**config.mk**
```make
export PLATFORM = sky130hd
export DESIGN_NAME = maxpool2_relu
export DESIGN_NICKNAME = d
export VERILOG_FILES = /design/src/rtl/maxpool2_relu.sv
export SDC_FILE = /design/constraint.sdc
export NUM_CORES = 1
export LEC_CHECK = 0
export CAP_MARGIN = 20
export CORE_MARGIN = 2
export CORE_UTILIZATION = 55
export CTS_CLUSTER_DIAMETER = 80
export CTS_CLUSTER_SIZE = 16
export DETAILED_ROUTE_END_ITERATION = 16
export HOLD_SLACK_MARGIN = 0.1
export PLACE_DENSITY_LB_ADDON = 0.1
export REMOVE_ABC_BUFFERS = 1
export SLEW_MARGIN = 20
export SYNTH_ARGS = -nofsm -noshare
export SYNTH_HDL_FRONTEND = slang
export SYNTH_SLANG_ARGS = --single-unit
```
**constraint.sdc**
```tcl
create_clock -name clk -period 8.1 [get_ports clk]
set_input_delay 0.81 -clock clk [delete_from_list [all_inputs] [get_ports clk]]
set_output_delay 0.81 -clock clk [all_outputs]
set_load 0.02 [all_outputs]
```
**src/rtl/maxpool2_relu.sv**
```systemverilog
// rtl/maxpool2_relu.sv - 2x2 max-pool with optional ReLU over three conv2 channels
//
// Purpose: pools a raster-order feature map (WIDTH x HEIGHT, three channels
// in lockstep) with non-overlapping 2x2 windows. The top row of each window
// is reduced into a half-width line buffer. The bottom row finishes the
// window, and the result is registered one cycle after its bottom-right
// pixel is accepted.
// Optional feature: define MAXPOOL2_RELU_EN to clamp negative window results to 0.
//
// Ports:
//   clk                          - single clock, rising edge
//   rst                          - asynchronous active-high reset
//   valid_in                     - qualifies one pixel per channel this cycle
//   conv2_out_1..3  [DATA_BITS]  - signed input pixels, raster order
//   max_value_1..3  [DATA_BITS]  - pooled (and optionally rectified) results
//   valid_out_relu               - one-cycle pulse qualifying max_value_1..3
module maxpool2_relu #(
  parameter int WIDTH     = 8,
  parameter int HEIGHT    = 8,
  parameter int DATA_BITS = 12
) (
  input  logic                 clk,
  input  logic                 rst,
  input  logic                 valid_in,
  input  logic [DATA_BITS-1:0] conv2_out_1,
  input  logic [DATA_BITS-1:0] conv2_out_2,
  input  logic [DATA_BITS-1:0] conv2_out_3,
  output logic [DATA_BITS-1:0] max_value_1,
  output logic [DATA_BITS-1:0] max_value_2,
  output logic [DATA_BITS-1:0] max_value_3,
  output logic                 valid_out_relu
);

  localparam int HALF_W = WIDTH / 2;
  localparam int CW     = (WIDTH > 1)  ? $clog2(WIDTH)  : 1;
  localparam int RW     = (HEIGHT > 1) ? $clog2(HEIGHT) : 1;
  localparam int LW     = (HALF_W > 1) ? $clog2(HALF_W) : 1;

  typedef logic signed [DATA_BITS-1:0] sample_t;

  sample_t pix [3];

  logic [CW-1:0] col_q, col_d;
  logic [RW-1:0] row_q, row_d;
  sample_t       hold_q [3];
  sample_t       hold_d [3];
  sample_t       lb_q   [3][HALF_W];
  sample_t       lb_d   [3][HALF_W];
  sample_t       max_q  [3];
  sample_t       max_d  [3];
  logic          valid_q, valid_d;
  logic [LW-1:0] lb_idx;

  assign pix[0] = conv2_out_1;
  assign pix[1] = conv2_out_2;
  assign pix[2] = conv2_out_3;

  // Each column pair shares one line-buffer slot.
  assign lb_idx = LW'(col_q >> 1);

  // Signed maximum; on a tie both operands are equal, so either is correct.
  function automatic sample_t smax(input sample_t a, input sample_t b);
    return (a >= b) ? a : b;
  endfunction

  function automatic sample_t act(input sample_t v);
`ifdef MAXPOOL2_RELU_EN
    return v[DATA_BITS-1] ? '0 : v;
`else
    return v;
`endif
  endfunction

  always_comb begin
    col_d   = col_q;
    row_d   = row_q;
    hold_d  = hold_q;
    lb_d    = lb_q;
    max_d   = max_q;
    valid_d = 1'b0;
    if (valid_in) begin
      // Both counters wrap, so back-to-back frames need no idle cycle.
      if (col_q == CW'(WIDTH - 1)) begin
        col_d = '0;
        row_d = (row_q == RW'(HEIGHT - 1)) ? '0 : row_q + RW'(1);
      end else begin
        col_d = col_q + CW'(1);
      end
      for (int c = 0; c < 3; c++) begin
        case ({row_q[0], col_q[0]})
          2'b00:   hold_d[c] = pix[c];
          2'b01:   lb_d[c][lb_idx] = smax(hold_q[c], pix[c]);
          2'b10:   hold_d[c] = smax(lb_q[c][lb_idx], pix[c]);
          default: max_d[c] = act(smax(hold_q[c], pix[c]));
        endcase
      end
      valid_d = row_q[0] & col_q[0];
    end
  end

  always_ff @(posedge clk or posedge rst) begin
    if (rst) begin
      col_q   <= '0;
      row_q   <= '0;
      valid_q <= 1'b0;
      for (int c = 0; c < 3; c++) begin
        hold_q[c] <= '0;
        max_q[c]  <= '0;
        for (int i = 0; i < HALF_W; i++) begin
          lb_q[c][i] <= '0;
        end
      end
    end else begin
      col_q   <= col_d;
      row_q   <= row_d;
      valid_q <= valid_d;
      hold_q  <= hold_d;
      lb_q    <= lb_d;
      max_q   <= max_d;
    end
  end

  assign max_value_1    = max_q[0];
  assign max_value_2    = max_q[1];
  assign max_value_3    = max_q[2];
  assign valid_out_relu = valid_q;

endmodule

```
==> results.cfg, run 1 <==
[global_route]
grt_pass1_wl_um = 42500
antenna_found_initial = 0
track_usage_pct = 24.4
grt_max_degree = 148
grt_pass1_vias = 8096
grt_overflow = 0

[power_and_ir_drop]
p_total_w = 0.00542
p_per_area_nw_per_um2 = 427
peakVddDrop_v = 0.000233
p_leak_nw = 5.65

[layout]
layout_commonest_cell = dfrtp_1
fin_cells = 1384
final_cell_mix = dfrtp_1 (221), nand2_1 (120), nor2_1 (119)
utilization_pct = 63.0
fillCellCount = 1704
final_nets = 1227
area_growth_pct = 12.5
diodes = 0
layout-drive-gt1-share_pct = 8.62

[setup_path]
cp_max_fo = 22
slowest_delay_ns = 0.85
critical_path.endpoint_type = register
critPathKind = register to register
crit_top_cell = a221o_1
worstPathArrival_ns = 4.59
cpLargestDelayFamily = compound AO/OA/AOI/OAI gates
critPathBufInv = 2
cp_cell_sequence = buf_4 -> mux4_2 -> ha_1 -> inv_1 -> a211oi_1 -> o21ai_0 -> a221o_1 -> a21oi_1 -> a221o_1
cp-start-kind = register
cp_slowest_cell = dfrtp_2
critPathRequiredTime_ns = 8.54

[die]
dieArea_um2 = 21700
die_x_um = 147
die_h_um = 147
start_util_pct = 56.0
core.rowCount = 52
io_pins = 76
core_area_um2 = 20200

[clock_tree]
cts_resized = 0
cts_tree = built
clk_latency_ns = 0.50
cts.clk_slew.worst_paths_ns = 0.08
ctsHoldBuffers = 0
cts-root-buf = clkbuf_16
cts_buffer_depth = 3
htreeDepth = 1
cts_made_buffers = 17
clock-sinks = 223
post-cts-setup-buffer-count = 0

[yosys]
postSynthCellCount = 1068
async_flop_share_pct = 100
synth_seq_area_share_pct = 49.4
syn_area_per_cell_um2 = 10.6
syn_area_um2 = 11300
yosysUniqueCellTypes = 50
synth-edff-count = 0
synthFlopType = dfrtp_1
ys_warn_count = 0
synth-seq-cells = 223

[timing]
worstMarginPinSlew_ns = 1.08
slew_violations = 0
finalSetupViolations = 0
fin_skew_ns = 0.0213
grt_setup_unrepaired = false
hold_viol_final = 0
min_period_ns = 4.15
fmax_mhz = 241
worst_slew_margin_rel_pct = 28.3
min_period_over_period_pct = 51.3
tns_ns = 0

[drt]
drt_first_pass_iters = 5
met2_length_um = 12200
met3_length_um = 875
post-route-drc-count = 0
dr.max_layer_used = met4
routed_wl_um = 25500
via_count = 8104
avgViaCountPerCell = 5.86
post_drt_wl_per_cell_um = 18.4
wl_met1_um = 12000
drt_iter0_drc = 429
postRouteAntennaNets = 0

[place]
gp_congestion = 0.889
placed_cells = 1361
port_buffers = 75
place_hpwl_um = 16500

[hold_path]
holdCritPathClass = register to register

[flow_run]
maxCapViolCount = 0

[run_status]
status = completed
==> where the power goes <==
part	leakage, nW	internal (W)	switching (W)
clock	0.218	0.000381	0.000388
sequential	2.68	0.00166	0.000388
combinational	2.75	0.00121	0.00139
==> synth_stat cells, drive strengths merged (3+ instances only) <==
| cell | instances | share of area (%) |
|---|---|---|
| nand2 | 120 | 4.0 |
| nor2b | 7 | 0.39 |
| mux2i | 36 | 3.5 |
| dfrtp | 223 | 49 |
| a21o | 6 | 0.40 |
| nand2b | 7 | 0.39 |
| buf | 19 | 1.0 |
| a21oi | 65 | 3.1 |
| ha | 76 | 8.4 |
| a31oi | 62 | 3.4 |
| mux4 | 36 | 7.2 |
| o211ai | 3 | 0.20 |
| inv | 46 | 1.5 |
| o21a | 4 | 0.27 |
| nor3 | 4 | 0.18 |
| o21ai | 92 | 4.1 |
| a2111oi | 3 | 0.29 |
| a211o | 4 | 0.31 |
| nand4 | 9 | 0.50 |
| and2 | 24 | 1.3 |
| and3 | 7 | 0.39 |
| nor2 | 119 | 4.0 |
| mux2 | 3 | 0.30 |
| nand3 | 5 | 0.22 |
| a221o | 25 | 2.2 |
| clkbuf | 43 | 1.4 |
==> through the flow <==
stage / setup slack, ns / cell area, um2 / hold slack (ns)
2_1_floorplan: 1.18 / 11000 / 0.445
3_3_place_gp: 3.96 / 12200 / 0.459
3_5_place_dp: 3.91 / 12200 / 0.465
4_1_cts: 3.89 / 12700 / 0.484
5_1_grt: 3.68 / 12700 / 0.496
6_report: 3.95 / 12700 / 0.480
==> routing by layer <==
metal,vias to the layer above,global-route usage [%]
met5,-,0
met1,4008,35.6
li1,3919,-
met3,37,2.61
met4,0,5.87
met2,140,40.0
==> registers in the layout, indices dropped and copies added, names as in the netlist <==
signal          cells
row_q               3
lb_q              144
max_value_1        12
col_q               3
hold_q             36
valid_out_relu      1
max_value_3        12
max_value_2        12
==> worst paths after layout <==
kind	depth (start not counted)	start	end	slack [ns]
worst max-delay path	9	col_q[1]	hold_q[8]	3.95
worst min-delay path	2	max_value_1[10]	max_value_1[10]	0.48
worst max register to register	9	col_q[1]	hold_q[8]	3.95
worst min register to register	2	max_value_1[10]	max_value_1[10]	0.48
max in group asynchronous	3	rst	max_value_2[6]	5.82
min in group asynchronous	2	rst	lb_q[109]	0.78
==> worst reg2reg max path: cells and delay by family (launching register included) <==
| kind | cells | cell delay [ns] |
|---|---|---|
| compound gates | 5 | 1.76 |
| buf+inv | 2 | 0.55 |
| fa+ha+maj | 1 | 0.33 |
| mux | 1 | 0.60 |
| flops | 1 | 0.85 |
==> cell type report <==
type,count,area [um2],share of cell area (%)
clock buffer,20,437,3.44
clock inverter,1,8.76,0.0690
inverter,46,185,1.46
multi-input combinational,737,5280,41.6
sequential,223,5580,44.0
tap,270,338,2.66
timing repair buffer,87,865,6.81
==> cells by family (layout without fill, tap and decap cells) <==
kind of cell | Yosys count | after routing | synth area share (%)
adder cells (fa/ha/maj) | 76 | 76 | 8.43
AND/OR/NAND/NOR | 308 | 308 | 11.8
AO/OA/AOI/OAI | 278 | 278 | 15.4
flip-flops | 223 | 223 | 49.4
multiplexers | 75 | 75 | 11.0
buffers and inverters | 108 | 154 | 3.97
No activity file was read; power rests on OpenSTA's default activity.
==> run 2: changes to the inputs <==
Clock period 8.1 ns to 4.2 ns, I/O delays scaled along.
==> run 2 against run 1 <==
Clock skew is 0.0096 ns lower. Via count up 0.53%. Global-route usage shrank 0.13 points. Sequential power up 92%. Non-clock buffer count increased by 11. First-iteration DRC count grew 21%. Critical path depth did not move. Worst setup slack got worse by 3.3 ns. Combinational power is 98% higher. Critical path type unchanged. Critical endpoint is now hold_q[21].
==> results.cfg, run 2 (synthesis gave the netlist of run 1 again) <==
[run_status]
status = completed

[global_route]
grt_pass1_vias = 8271
grt_overflow = 0
track_usage_pct = 24.3
antenna_found_initial = 0
grt_max_degree = 118
grt_pass1_wl_um = 42700

[layout]
area_growth_pct = 13.3
top_register = lb_q
layout_commonest_cell = dfrtp_1
diodes = 0
largest_reg_flops = 144
layout-drive-gt1-share_pct = 9.43
stdcell_area_um2 = 12800
final_nets = 1238
final_cell_mix = dfrtp_1 (221), nand2_1 (120), nor2_1 (119)
largestRegisters = lb_q x144, hold_q x36

[place]
port_buffers = 75
gp_congestion = 0.803
place_ws_ns = 0.649
place_hpwl_um = 17400
dpl_cell_area_um2 = 12300

[die]
die_x_um = 147
dieArea_um2 = 21700
io_pins = 76
core.rowCount = 52
die_h_um = 147
start_util_pct = 56.0
core_area_um2 = 20200

[timing]
min_period_over_period_pct = 84.5
slew_violations = 0
fmax_mhz = 282
worstMarginPinSlew_ns = 0.995
tns_ns = 0
finalSetupViolations = 0
setup_slack_ns = 0.651
hold_viol_final = 0
fin_skew_ns = 0.0117
worst_slew_margin_rel_pct = 33.7
min_period_ns = 3.55
grt_setup_unrepaired = false

[setup_path]
critical_path.endpoint_type = register
critPathBufInv = 1
cp_slowest_cell = dfrtp_2
critPathRequiredTime_ns = 4.57
cp-start-kind = register
cp_cell_sequence = buf_12 -> mux4_2 -> ha_1 -> a211oi_1 -> o21ai_0 -> o211a_1 -> o211ai_1 -> nand2_1 -> a221o_1
cpLargestDelayFamily = compound AO/OA/AOI/OAI gates
cp_max_fo = 17
worstPathArrival_ns = 3.91
slowest_delay_ns = 0.73
r2r_slack_ns = 0.65
critPathKind = register to register

[power_and_ir_drop]
p_leak_nw = 5.70
p_per_area_nw_per_um2 = 827
peakVddDrop_v = 0.000448

[clock_tree]
ctsHoldBuffers = 0
cts_buffer_depth = 3
cts_made_buffers = 17
clk_latency_ns = 0.49
cts_tree = built
cts.clk_slew.worst_paths_ns = 0.08
cts-root-buf = clkbuf_16
htreeDepth = 1
post-cts-setup-buffer-count = 0
clock-sinks = 223
cts_resized = 0

[drt]
post-route-drc-count = 0
postRouteAntennaNets = 0
via_count = 8147
drt_iter0_drc = 517
avgViaCountPerCell = 5.84
routed_wl_um = 25600
drt_first_pass_iters = 5
post_drt_wl_per_cell_um = 18.4

[flow_run]
maxCapViolCount = 0

[hold_path]
holdCritPathClass = input port to asynchronous set/reset pin
[run 2: cell count changes in the layout (fill, tap and decap cells not counted)]
cell | before | now
buf_4 | 10 | 20
buf_12 | 0 | 3
buf_16 | 1 | 0
buf_6 | 1 | 0
clkinv_8 | 1 | 0
inv_6 | 1 | 0
inv_8 | 0 | 1
[run 2: layout make-up]
cell class                 count  area [um2]
clock buffer                  20         437
fill                        1714        7390
inverter                      46         180
multi-input combinational    737        5280
sequential                   223        5580
tap                          270         338
timing repair buffer          98         961
[run 2: worst paths after layout]
kind                       startpoint              to  cells after the start
setup reg to reg             col_q[1]      hold_q[21]                      9
min in group clk            lb_q[129]       lb_q[129]                      2
hold reg to reg             lb_q[129]       lb_q[129]                      2
max in group asynchronous         rst       lb_q[105]                      3
setup / recovery             col_q[1]      hold_q[21]                      9
hold / removal                    rst  max_value_1[3]                      2
[run 2: power breakdown]
group | internal [W] | leakage [nW] | switching [W]
combinational | 0.00241 | 2.81 | 0.00276
clock | 0.000730 | 0.213 | 0.000737
sequential | 0.00320 | 2.68 | 0.000729
[run 2: stage by stage]
stage / hold slack, ns / std cells / total power [W] / util [%]
2_1_floorplan: 0.445 / 1006 / 0.00745 / -
3_3_place_gp: 0.457 / 1374 / 0.00898 / 61.2
3_5_place_dp: 0.466 / 1374 / 0.00913 / 61.2
4_1_cts: 0.482 / 1394 / 0.0106 / 63.4
5_1_grt: 0.513 / 1394 / 0.0114 / 63.4
6_report: 0.467 / 1394 / 0.0106 / 63.4
[run 2: routing by layer]
| metal | GRT usage (%) | wire [um] | up-vias |
|---|---|---|---|
| met2 | 41.2 | 12400 | 136 |
| met1 | 34.6 | 12000 | 4049 |
| met3 | 2.64 | 811 | 30 |
| li1 | - | - | 3932 |
| met4 | 4.52 | 399 | 0 |
| met5 | 0 | 0 | - |
==> run 3: changes to the inputs <==
Settings changed: CORE_UTILIZATION 55 to 54.
Clock period 4.2 ns to 3.1 ns, I/O delays scaled along.
==> run 3 against run 2 <==
First-iteration DRC count is 20% lower. Non-clock buffer count up 38. Via count increased by 2.5%. Clock skew rose by 0.0066 ns. Global-route usage is 0.11 points lower. Die area grew 1.8%. Sequential share of layout area decreased by 1.6 points. Core utilization increased by 1.7 points. Register-to-register slack worse by 0.53 ns. Combinational power grew 48%. Flip-flop and latch count is the same. Critical path type unchanged.
==> results.cfg, run 3 (synthesis gave the netlist of run 1 again) <==
[layout]
fillCellCount = 1646
final_nets = 1276
utilization_pct = 65.1
final_cell_mix = dfrtp_1 (221), nand2_1 (120), nor2_1 (119)
top_register = lb_q
layout-drive-gt1-share_pct = 12.7
area_growth_pct = 17.4
largestRegisters = lb_q x144, hold_q x36
largest_reg_flops = 144
fin_cells = 1431
layout_commonest_cell = dfrtp_1
diodes = 0

[die]
core.rowCount = 52
die_h_um = 149
start_util_pct = 55.4
die_x_um = 149
core_area_um2 = 20400
dieArea_um2 = 22100
io_pins = 76

[drt]
avgViaCountPerCell = 5.84
post_drt_wl_per_cell_um = 18.3
post-route-drc-count = 0
drt_iter0_drc = 415
drt_first_pass_iters = 5
postRouteAntennaNets = 0
via_count = 8351
routed_wl_um = 26200

[clock_tree]
cts.clk_slew.worst_paths_ns = 0.08
ctsHoldBuffers = 0
clk_latency_ns = 0.49
cts_tree = built
htreeDepth = 1
cts-root-buf = clkbuf_16
clock-sinks = 223
cts_made_buffers = 17
cts_buffer_depth = 3

[setup_path]
slowest_delay_ns = 0.56
critical_path.endpoint_type = register
critPathRequiredTime_ns = 3.47
crit_path_start = col_q[2]
critPathKind = register to register
crit_top_cell = a221o_1
cp_slowest_cell = mux4_2
worstPathArrival_ns = 3.34
r2r_slack_ns = 0.13
r2r_start = col_q[2]
cp_cell_sequence = mux4_2 -> ha_1 -> a211o_1 -> a21oi_1 -> o21ai_0 -> a221o_1 -> and3_4 -> a221o_1
r2r_end = hold_q[0]
reg2reg_depth = 8
cp-start-kind = register
cp-endpoint = hold_q[0]
cp_max_fo = 12

[flow_run]
maxCapViolCount = 0

[power_and_ir_drop]
internal-power_w = 0.00904
pwr-share-clk_pct = 13.2
seqPwrFrac_pct = 35.2
p_leak_nw = 5.95
switching_share_pct = 39.1
p_per_area_nw_per_um2 = 1120
combPwrFrac_pct = 51.6
peakVddDrop_v = 0.000660
p_sw_w = 0.00582

[global_route]
track_usage_pct = 24.2
grt_pass1_vias = 8227
grt_overflow = 0
grt_pass1_wl_um = 42900
grt_max_degree = 91
antenna_found_initial = 0

[place]
gp_congestion = 0.896
place_hpwl_um = 17600
placed_cells = 1397
port_buffers = 75

[hold_path]
holdCritPathClass = input port to asynchronous set/reset pin

[timing]
finalSetupViolations = 0
min_period_ns = 2.97
fmax_mhz = 336
worst_slew_margin_rel_pct = 56.9
fin_skew_ns = 0.0183
worstMarginPinSlew_ns = 0.646
slew_violations = 0
min_period_over_period_pct = 96.0
hold_viol_final = 0

[run_status]
status = completed
## run 3: final cells by class
cell class	count	area, um2	share of cell area [%]
Sequential cell	223	5580	42.1
Timing Repair Buffer	136	1410	10.7
Inverter	46	180	1.36
Tap cell	270	338	2.55
Multi-Input combinational cell	737	5310	40.0
Clock buffer	19	433	3.27
## run 3: worst min path at each step
stage	startpoint	end	cells past startpoint
floorplan	valid_in	col_q[1]	1
global placement	lb_q[56]	lb_q[56]	2
detailed placement	lb_q[53]	lb_q[53]	2
CTS	rst	col_q[2]	2
global route	rst	lb_q[96]	2
finish	rst	lb_q[96]	2
## run 3: stage by stage
step / instance area (um2) / setup TNS, ns / hold slack [ns] / power [W] / setup slack (ns)
after floorplan: 11000 / -834.76 / 0.418 / 0.0101 / -3.32
after global placement: 12600 / -3.66 / 0.457 / 0.0124 / -0.270
after detailed placement: 12600 / -5.09 / 0.466 / 0.0126 / -0.345
after CTS: 13100 / 0 / 0.359 / 0.0147 / 0.0252
after global routing: 13300 / -0.0122 / 0.399 / 0.0160 / -0.00744
final: 13300 / 0 / 0.334 / 0.0149 / 0.125
## run 3: power by group through the flow
stage | Combinational, W | Sequential (W) | Clock, W
3_3_place_gp | 0.00716 | 0.00525 | 0
5_1_grt | 0.00850 | 0.00543 | 0.00212
4_1_cts | 0.00745 | 0.00523 | 0.00201
3_5_place_dp | 0.00735 | 0.00529 | 0
2_1_floorplan | 0.00465 | 0.00545 | 0
6_report | 0.00767 | 0.00523 | 0.00196
## run 3: repair_timing
| item | CTS | global route |
|---|---|---|
| buffers inserted | 2 | 12 |
| hold endpoints to repair | 0 | 0 |
| cloned | 0 | 1 |
| pin swaps | 0 | 4 |
| setup endpoints to repair | 36 | 36 |
| gates resized for setup | 4 | 7 |
## run 3: routing by layer
metal / global-route usage, % / part of all wire (%)
met5: 0 / 0
met4: 5.05 / 2.1
met3: 2.73 / 4.3
met2: 38.6 / 46
met1: 36.4 / 47
## run 3: worst max-delay path: cells and delay by family (launching register included)
family / cells / cell delay, ns
AOI/OAI and AO/OA: 5 / 1.22
muxes: 1 / 0.56
DFF: 1 / 0.52
adders and majority gates: 1 / 0.31
and+or+nand+nor: 1 / 0.22
